[src/rtl/multicycle_ctrl.sv]
// multicycle_ctrl
//   Multi-cycle control FSM for a RISC-V core with one instruction in flight.
//   Sequences FETCH -> DECODE -> EXEC -> (MEM) -> (WB) and drives every
//   datapath enable and mux select, including the one-hot immediate format
//   select consumed by the immediate generator.
//
//   Optional feature macro: CTRL_TRAP_EN
//     defined   : illegal opcodes and memory timeouts enter a sticky TRAP state.
//     undefined : no TRAP state and no timeout counter; illegal opcodes retire
//                 as a NOP with PC+4, trap_o is tied low.
//
// Parameters
//   MEM_TIMEOUT  cycles mem_req_o may stay unacknowledged before trapping
//                (CTRL_TRAP_EN only); 0 disables the check.
//   TIMEOUT_W    width of the timeout counter; MEM_TIMEOUT < 2**TIMEOUT_W.
//
// Ports
//   clk_i            sole clock, rising edge
//   rst_ni           synchronous active-low reset
//   ins_i[31:0]      instruction register contents
//   branch_cond_i    ALU compare result, valid in EXEC
//   mem_ack_i        memory completion pulse
//   mem_req_o        memory request
//   mem_we_o         store request
//   mem_is_fetch_o   address select: 1 = PC, 0 = ALU result
//   ir_write_o       load instruction register
//   pc_write_o       update PC
//   pc_sel_o[1:0]    0 = PC+4, 1 = PC+imm, 2 = {ALU[31:1],1'b0}
//   imm_sel_o[4:0]   one-hot: 10000 I, 01000 S, 00100 SB, 00010 U, 00001 UJ
//   alu_src_a_o[1:0] 0 = rs1, 1 = PC, 2 = zero
//   alu_src_b_o      0 = rs2, 1 = imm
//   alu_op_o[1:0]    0 = add, 1 = funct-decoded, 2 = branch compare
//   reg_write_o      register file write
//   wb_sel_o[1:0]    0 = ALU, 1 = load data, 2 = PC+4
//   retire_o         one-cycle pulse per completed instruction
//   trap_o           sticky fault flag
//   state_o[2:0]     current state, debug
module multicycle_ctrl #(
  parameter int unsigned MEM_TIMEOUT = 255,
  parameter int unsigned TIMEOUT_W   = 8
) (
  input  logic        clk_i,
  input  logic        rst_ni,
  input  logic [31:0] ins_i,
  input  logic        branch_cond_i,
  input  logic        mem_ack_i,
  output logic        mem_req_o,
  output logic        mem_we_o,
  output logic        mem_is_fetch_o,
  output logic        ir_write_o,
  output logic        pc_write_o,
  output logic [1:0]  pc_sel_o,
  output logic [4:0]  imm_sel_o,
  output logic [1:0]  alu_src_a_o,
  output logic        alu_src_b_o,
  output logic [1:0]  alu_op_o,
  output logic        reg_write_o,
  output logic [1:0]  wb_sel_o,
  output logic        retire_o,
  output logic        trap_o,
  output logic [2:0]  state_o
);

  typedef enum logic [2:0] {
    S_IDLE   = 3'd0,
    S_FETCH  = 3'd1,
    S_DECODE = 3'd2,
    S_EXEC   = 3'd3,
    S_MEM    = 3'd4,
    S_WB     = 3'd5,
    S_TRAP   = 3'd6
  } state_e;

  // C_ILL is encoded as 0 so a reset class register reads as zero.
  typedef enum logic [3:0] {
    C_ILL    = 4'd0,
    C_OP     = 4'd1,
    C_OPIMM  = 4'd2,
    C_LOAD   = 4'd3,
    C_STORE  = 4'd4,
    C_BRANCH = 4'd5,
    C_JAL    = 4'd6,
    C_JALR   = 4'd7,
    C_LUI    = 4'd8,
    C_AUIPC  = 4'd9,
    C_NOP    = 4'd10
  } class_e;

  // Immediate format code: code N (1..5) lights imm_sel_o[N-1].
  localparam logic [2:0] IMM_NONE = 3'd0;
  localparam logic [2:0] IMM_UJ   = 3'd1;
  localparam logic [2:0] IMM_U    = 3'd2;
  localparam logic [2:0] IMM_SB   = 3'd3;
  localparam logic [2:0] IMM_S    = 3'd4;
  localparam logic [2:0] IMM_I    = 3'd5;

  state_e     state_q, state_d;
  class_e     class_q, class_d;
  class_e     dec_class;
  logic       timeout;
  logic [2:0] imm_code;
  logic       unused_ins;

  function automatic class_e classify(input logic [6:0] opc);
    class_e c;
    case (opc)
      7'b0110011: c = C_OP;
      7'b0010011: c = C_OPIMM;
      7'b0000011: c = C_LOAD;
      7'b0100011: c = C_STORE;
      7'b1100011: c = C_BRANCH;
      7'b1101111: c = C_JAL;
      7'b1100111: c = C_JALR;
      7'b0110111: c = C_LUI;
      7'b0010111: c = C_AUIPC;
      7'b0001111: c = C_NOP;   // FENCE
      7'b1110011: c = C_NOP;   // SYSTEM
      default:    c = C_ILL;   // also catches ins[1:0] != 2'b11
    endcase
    return c;
  endfunction

  function automatic logic [2:0] imm_of(input class_e c);
    logic [2:0] f;
    case (c)
      C_OPIMM, C_LOAD, C_JALR, C_NOP: f = IMM_I;
      C_STORE:                        f = IMM_S;
      C_BRANCH:                       f = IMM_SB;
      C_LUI, C_AUIPC:                 f = IMM_U;
      C_JAL:                          f = IMM_UJ;
      default:                        f = IMM_NONE;
    endcase
    return f;
  endfunction

  assign dec_class  = classify(ins_i[6:0]);
  // Only the opcode field steers control; the rest belongs to the datapath.
  assign unused_ins = ^ins_i[31:7];

`ifdef CTRL_TRAP_EN
  localparam bit TRAP_EN = 1'b1;

  logic [TIMEOUT_W-1:0] cnt_q, cnt_d;

  // Counts unacknowledged request cycles; any ack or leaving FETCH/MEM
  // returns it to zero. timeout fires on the MEM_TIMEOUT-th silent cycle.
  always_comb begin
    cnt_d   = '0;
    timeout = 1'b0;
    if ((state_q == S_FETCH || state_q == S_MEM) && !mem_ack_i) begin
      if (MEM_TIMEOUT != 0 && cnt_q == TIMEOUT_W'(MEM_TIMEOUT - 1)) begin
        timeout = 1'b1;
      end else begin
        cnt_d = cnt_q + TIMEOUT_W'(1);
      end
    end
  end

  always_ff @(posedge clk_i) begin
    if (!rst_ni) begin
      cnt_q <= '0;
    end else begin
      cnt_q <= cnt_d;
    end
  end
`else
  localparam bit TRAP_EN = 1'b0;

  logic unused_cfg;

  assign timeout    = 1'b0;
  assign unused_cfg = (MEM_TIMEOUT != 0) ^ (TIMEOUT_W != 0);
`endif

  // Next-state and class capture.
  always_comb begin
    state_d = state_q;
    class_d = class_q;
    case (state_q)
      S_IDLE: state_d = S_FETCH;
      S_FETCH: begin
        if (mem_ack_i)    state_d = S_DECODE;
        else if (timeout) state_d = S_TRAP;
      end
      S_DECODE: begin
        class_d = dec_class;
        state_d = (TRAP_EN && dec_class == C_ILL) ? S_TRAP : S_EXEC;
      end
      S_EXEC: begin
        case (class_q)
          C_OP, C_OPIMM, C_LUI, C_AUIPC: state_d = S_WB;
          C_LOAD, C_STORE:               state_d = S_MEM;
          default:                       state_d = S_FETCH;
        endcase
      end
      S_MEM: begin
        if (mem_ack_i)    state_d = (class_q == C_LOAD) ? S_WB : S_FETCH;
        else if (timeout) state_d = S_TRAP;
      end
      S_WB:    state_d = S_FETCH;
      S_TRAP:  state_d = S_TRAP;
      default: state_d = S_IDLE;
    endcase
  end

  always_ff @(posedge clk_i) begin
    if (!rst_ni) begin
      state_q <= S_IDLE;
      class_q <= C_ILL;
    end else begin
      state_q <= state_d;
      class_q <= class_d;
    end
  end

  // Output decode from the state and class registers. The ALU result is
  // expected to be captured by the datapath at the end of EXEC, so ALU
  // controls are only driven there.
  always_comb begin
    mem_req_o      = 1'b0;
    mem_we_o       = 1'b0;
    mem_is_fetch_o = 1'b0;
    ir_write_o     = 1'b0;
    pc_write_o     = 1'b0;
    pc_sel_o       = 2'd0;
    imm_code       = IMM_NONE;
    alu_src_a_o    = 2'd0;
    alu_src_b_o    = 1'b0;
    alu_op_o       = 2'd0;
    reg_write_o    = 1'b0;
    wb_sel_o       = 2'd0;
    retire_o       = 1'b0;
    trap_o         = 1'b0;
    case (state_q)
      S_FETCH: begin
        mem_req_o      = 1'b1;
        mem_is_fetch_o = 1'b1;
        ir_write_o     = mem_ack_i;
      end
      S_DECODE: begin
        // Class is not registered yet; decode straight from the IR so the
        // immediate generator sees the format one cycle early.
        imm_code = imm_of(dec_class);
      end
      S_EXEC: begin
        imm_code = imm_of(class_q);
        case (class_q)
          C_OP: alu_op_o = 2'd1;
          C_OPIMM: begin
            alu_op_o    = 2'd1;
            alu_src_b_o = 1'b1;
          end
          C_LOAD, C_STORE: alu_src_b_o = 1'b1;
          C_BRANCH: begin
            alu_op_o   = 2'd2;
            pc_write_o = 1'b1;
            pc_sel_o   = branch_cond_i ? 2'd1 : 2'd0;
            retire_o   = 1'b1;
          end
          C_JAL: begin
            pc_write_o  = 1'b1;
            pc_sel_o    = 2'd1;
            reg_write_o = 1'b1;
            wb_sel_o    = 2'd2;
            retire_o    = 1'b1;
          end
          C_JALR: begin
            alu_src_b_o = 1'b1;
            pc_write_o  = 1'b1;
            pc_sel_o    = 2'd2;
            reg_write_o = 1'b1;
            wb_sel_o    = 2'd2;
            retire_o    = 1'b1;
          end
          C_LUI: begin
            alu_src_a_o = 2'd2;
            alu_src_b_o = 1'b1;
          end
          C_AUIPC: begin
            alu_src_a_o = 2'd1;
            alu_src_b_o = 1'b1;
          end
          default: begin
            // FENCE/SYSTEM, and illegal opcodes when trapping is disabled.
            pc_write_o = 1'b1;
            retire_o   = 1'b1;
          end
        endcase
      end
      S_MEM: begin
        imm_code  = imm_of(class_q);
        mem_req_o = 1'b1;
        mem_we_o  = (class_q == C_STORE);
        if (class_q == C_STORE && mem_ack_i) begin
          pc_write_o = 1'b1;
          retire_o   = 1'b1;
        end
      end
      S_WB: begin
        imm_code    = imm_of(class_q);
        reg_write_o = 1'b1;
        wb_sel_o    = (class_q == C_LOAD) ? 2'd1 : 2'd0;
        pc_write_o  = 1'b1;
        retire_o    = 1'b1;
      end
      S_TRAP:  trap_o = TRAP_EN;
      default: ;
    endcase
  end

  for (genvar gi = 0; gi < 5; gi++) begin : g_imm_onehot
    assign imm_sel_o[gi] = (imm_code == 3'(gi + 1));
  end

  assign state_o = state_q;

endmodule

[config.mk]
export PLATFORM = sky130hd
export DESIGN_NAME = multicycle_ctrl
export DESIGN_NICKNAME = d
export VERILOG_FILES = /design/src/rtl/multicycle_ctrl.sv
export SDC_FILE = /design/constraint.sdc
export NUM_CORES = 1
export LEC_CHECK = 0
export CAP_MARGIN = 20
export CORE_MARGIN = 10
export CORE_UTILIZATION = 30
export DETAILED_ROUTE_END_ITERATION = 8
export HOLD_SLACK_MARGIN = 0.1
export PLACE_DENSITY = 0.65
export SETUP_SLACK_MARGIN = 0.1
export SLEW_MARGIN = 30
export SYNTH_ARGS = -nofsm -noshare
export SYNTH_HDL_FRONTEND = slang
export SYNTH_SLANG_ARGS = --single-unit
[constraint.sdc]
create_clock -name clk_i -period 5.6 [get_ports clk_i]
set_clock_uncertainty 0.15 [all_clocks]
set_input_delay 0.84 -clock clk_i [delete_from_list [all_inputs] [get_ports clk_i]]
set_output_delay 0.84 -clock clk_i [all_outputs]
set_load 0.01 [all_outputs]
After elaboration in Yosys (flattened, before gate mapping)

Memories as Yosys holds them, arrays and structs flattened. A register that Yosys moved wholly into a read port is not among the register bits.
Index checks and enable logic that the tools add are counted.

Register bits: 7
ROM bits: 192
Input port bits: 36
Output and inout bits: 25
Word-level logic and storage cells: 85
Memories kept: 4

Memories:

| memory           | depth | width | rd ports | clocked after Yosys merged registers in | write ports | RTL line | source |
|---|---|---|---|---|---|---|---|
| (name not given) | 16    | 3     | 1        | 0                                       | 0           | 125      | `case (c)` |
| (name not given) | 16    | 3     | 1        | 1                                       | 0           | 125      |  |
| (name not given) | 16    | 3     | 1        | 1                                       | 0           | 125      |  |
| (name not given) | 16    | 3     | 1        | 1                                       | 0           | 125      |  |

Equal/unequal tests: 33
Muxes and demuxes: 34
Reduce and logical (&&, ||, !) cells: 12

Operators by type and width:

| operator                                            | count |
|---|---|
| one-hot mux 4 bit (10 select lines)                 | 1 |
| equality test 7 bit, second input constant          | 4 |
| 2-to-1 mux 4 bit                                    | 6 |
| equality test 7 x 6 -> 1 bit, second input constant | 3 |
| one-hot mux 3 bit (6 select lines)                  | 1 |
| equality test 4 x 3 -> 1 bit, second input constant | 4 |
| equality test 3 bit, second input constant          | 5 |
| equality test 7 x 5 -> 1 bit, second input constant | 2 |
| equality test 3 x 2 -> 1 bit, second input constant | 4 |
| one-hot mux 2 bit (2 select lines)                  | 3 |
| one-hot mux 3 bit (4 select lines)                  | 1 |
| OR reduction 2 bit                                  | 6 |
| OR reduction 6 bit                                  | 2 |
| 2-to-1 mux 1 bit                                    | 11 |
| 2-to-1 mux 3 bit                                    | 3 |
| equality test 4 x 2 -> 1 bit, second input constant | 2 |
| equality test 4 bit, second input constant          | 2 |
| 2-to-1 mux 2 bit                                    | 4 |
| equality test 7 x 2 -> 1 bit, second input constant | 1 |
| equality test 7 x 4 -> 1 bit, second input constant | 1 |
| equality test 3 x 1 -> 1 bit, second input constant | 2 |
| one-hot mux 2 bit (3 select lines)                  | 1 |
| one-hot mux 3 bit (2 select lines)                  | 1 |
| equality test 4 x 1 -> 1 bit, second input constant | 1 |
| 7 further kinds                                     | 8 |

Depth between registers and ports, before layout

An unclocked memory read counts as a cell.

Word-level depth: 6
Gate-level depth with buffers: 12
Depth with buffers taken out: 11

Worst setup path after synthesis

Ideal clock, no wire load.

Path kind: input -> output
Start: input port ins_i[4]
End: output port imm_sel_o[0]
Arrival time: 1.989 ns
Required time: 4.610 ns
Setup slack: 2.621 ns
Stages on the path: 6
Buffers on the path: 1
Cells stage by stage: buf_2 -> nand3b_1 -> or2_2 -> a31oi_1 -> o21bai_1 -> nor2_1

Cells in the longest elaborated chain, start to end: 6
Elaborated cells between the ends (all ways): 16
Classes of those cells: eq/ne: 12; mux: 2; reduce/logical: 1; memory: 1

RTL lines:

| what                                                                       | RTL line | source |
|---|---|---|
| start: declaration                                                         | 44       | `input logic [31:0] ins_i,` |
| equality test 7 bit / equality test 7 x 4 -> 1 bit (equally long branches) | 106      | `case (opc)` |
| OR reduction 2 bit (no line)                                               | n/a      |  |
| one-hot mux 4 bit (10 select lines) *                                      | 106      |  |
| memory (16 x 3 bit) *                                                      | n/a      |  |
| one-hot mux 3 bit (4 select lines) *                                       | 234      | `case (state_q)` |
| equality test 3 x 1 -> 1 bit *                                             | 312      | `assign imm_sel_o[gi] = (imm_code == 3'(gi + 1));` |
| end: declaration                                                           | 53       | `output logic [4:0] imm_sel_o,` |

Mark *: on every way between the ends. The rest lies on a longest branch, timed or not.

Worst setup path after layout

Start: input port ins_i[6]
End: output port imm_sel_o[3]

Cells in the longest elaborated chain, start to end: 6
Elaborated cells between the ends (all ways): 16
Classes of those cells: eq/ne: 12; mux: 2; reduce/logical: 1; memory: 1

RTL lines:

| what                                                                       | RTL line |
|---|---|
| equality test 7 bit / equality test 7 x 4 -> 1 bit (equally long branches) | 106 |
| OR reduction 2 bit (no line)                                               | n/a |
| one-hot mux 4 bit (10 select lines) *                                      | 106 |
| memory (16 x 3 bit) *                                                      | n/a |
| one-hot mux 3 bit (4 select lines) *                                       | 234 |
| equality test 3 bit *                                                      | 312 |

Marked as above.

==> results.cfg <==
[floorplanning]
row_count = 22
dieArea_um2 = 6643
die_w_um = 81.51
core_um2 = 3661
ioPinCount = 61
die_y_um = 81.51
start_util_pct = 31.00

[logic_synthesis]
synth_cells = 163
yosysUniqueCellTypes = 52
synth_nets = 202
synth_ff_type = dfxtp_1
synthArstFlopShare_pct = 0
yosys_warnings = 0
synth-edff-count = 0
netlist_top_cells_area = dfxtp_1, nand2_1, a21oi_1
syn_area_per_cell_um2 = 6.962
ys_seq_area_share_pct = 17.64
synth.top_cell.area_share_pct = 17.64
syn-cell-area_um2 = 1135
ys_ff_latch = 10
synth_top_area_cell = dfxtp_1

[clocking]
insertion_delay_ns = 0.24
cts_htree_levels = 1
cts_buffers = 3
cts_resized = 0
clockRootBuffer = clkbuf_8
cts_tree = done
cts.sink_count = 10
cts.path.max_buffers = 2
cts.clk_slew.worst_paths_ns = 0.05
postCtsHoldBufs = 0
post_cts_buffers = 0

[layout]
layout_common_cells = clkdlybuf4s50_1, nand2_1, a21oi_1, dfxtp_1, nor2_1
layout_commonest_cell = clkdlybuf4s50_1
nFillCells = 393
seq_area_um2 = 200.2
syn2layout_area_growth_pct = 34.51
nets = 230
multi_input_comb_area_um2 = 844.6
drive_above_1_share_pct = 7.895
diodes = 0

[power_and_ir_drop]
power.density_nw_per_um2 = 137.8
pwr-share-clk_pct = 43.7
p_comb_share_pct = 20.5
ir_drop_mv = 0.07018
switching_share_pct = 26.04
total_power_uw = 210.4
power_switching_uw = 54.80
p_int_uw = 155.6
seqPwrFrac_pct = 35.7
power.leakage_nw = 0.5219

[critical_path]
end_kind = primary output
crit_required_ns = 4.61
arrival_ns = 3.11
critPathLaunchType = input pin
critPathKind = input pin to primary output
cp_max_fo = 14

[grt]
grt_overflow_total = 0
grt_max_degree = 15
grt_pass1_vias = 1121
grt_antenna_before_repair = 0
track_usage_pct = 9.753
grt_first_pass_wirelength_um = 5292

[drt]
wl_um = 3174
via_per_inst = 5.181
routedWlPerCell_um = 13.34
first_iter_violations = 67
postRouteAntennaNets = 0
post-route-drc-count = 0
route.vias.total = 1233
dr.pass1.iters = 4

[timing]
final-hold-violation-count = 0
rsz0062_at_grt = false
finalCritPeriodShare_pct = 73.25
tns_ns = 0
setup_viol = 0
fin_crit_ns = 4.102
slew_violations = 0
fmax_mhz = 243.8

[min_path]
hold_path_class = flop to flop

[run]
maxCapViolCount = 0

[placed_design]
gp_congestion = 0.8035
io_buffers = 34
hpwlAfterDp_um = 2516

[run_status]
status = finished, final reports clean
## power groups by stage
stage               logic, mW  registers, mW  clock network (mW)
floorplan              0.0264         0.0756                   0
global placement       0.0432         0.0767                   0
detailed placement     0.0433         0.0767                   0
CTS                    0.0434         0.0753              0.0925
global route           0.0480         0.0755              0.0980
finish                 0.0432         0.0752              0.0920
## cell usage after synthesis (2+ instances only)
master and number:
o21bai_1 3, clkbuf_1 2, nand3b_1 6, or2_2 4, buf_4 2, o21ai_0 7, and3_1 2, nand2b_1 7
a31oi_1 2, o21a_1 2, mux2i_1 2, ha_1 3, nor3_1 6, nand2_1 22, a211oi_1 2, dfxtp_1 10
and2_1 4, inv_1 7, nor3b_1 3, nor2b_1 4, a21oi_1 13, nand3_1 2, nor2_1 9, o211ai_1 2
or3_1 3, o31ai_1 3, buf_2 6
## metrics by stage
| step | instance area [µm²] | worst slack (ns) | hold WS (ns) | cells | util [%] |
|---|---|---|---|---|---|
| finish | 1526 | 1.498 | 0.4608 | 238 | 41.70 |
| global route | 1526 | 1.289 | 0.4992 | 238 | 41.70 |
| CTS | 1526 | 1.501 | 0.4599 | 238 | 41.70 |
| detailed placement | 1471 | 1.496 | 0.4464 | 234 | 40.19 |
| global placement | 1471 | 1.515 | 0.4491 | 234 | 40.19 |
| floorplan | 1135 | 2.621 | 0.3979 | 163 | - |
## critical path, cell delays in order
cell and delay (ns):
clkdlybuf4s50_1 0.70, nand3b_1 0.20, a31oi_1 0.20, a21oi_1 0.11, o21a_1 0.20, nor4_2 0.28, clkdlybuf4s50_1 0.59
## final cells by class
type	count	share of cell area, %
Clock buffer	4	3.607
Timing Repair Buffer	34	22.30
Inverter	7	1.721
Sequential cell	10	13.11
Multi-Input combinational cell	135	55.33
Tap cell	48	3.934
## routing by layer
metal | GRT usage [%] | share of wire [%] | up-vias
met5 | 0 | 0 | -
met4 | 1.557 | 0 | 0
met3 | 4.148 | 7.4 | 0
met2 | 15.24 | 46 | 28
met1 | 12.35 | 46 | 566
li1 | - | - | 639
## final timing paths
kind                   start           end  slack [ns]  cells after the start
hold / removal    state_o[1]    state_o[0]        0.46                      1
hold reg to reg   state_o[1]    state_o[0]        0.46                      1
setup / recovery    ins_i[6]  imm_sel_o[3]        1.50                      7
setup reg to reg  state_o[1]          flop        2.50                      9
## logic make-up after synthesis
| family | synth area share, % |
|---|---|
| adders and majority gates | 3.308 |
| AOI/OAI and AO/OA | 27.34 |
| buffers and inverters | 7.939 |
| and+or+nand+nor | 39.14 |
| xor gates and xnor gates | 1.544 |
| muxes | 2.756 |
| other | 0.3304 |
| DFF | 17.64 |
Note: power is estimated with default switching activity, not from simulation.
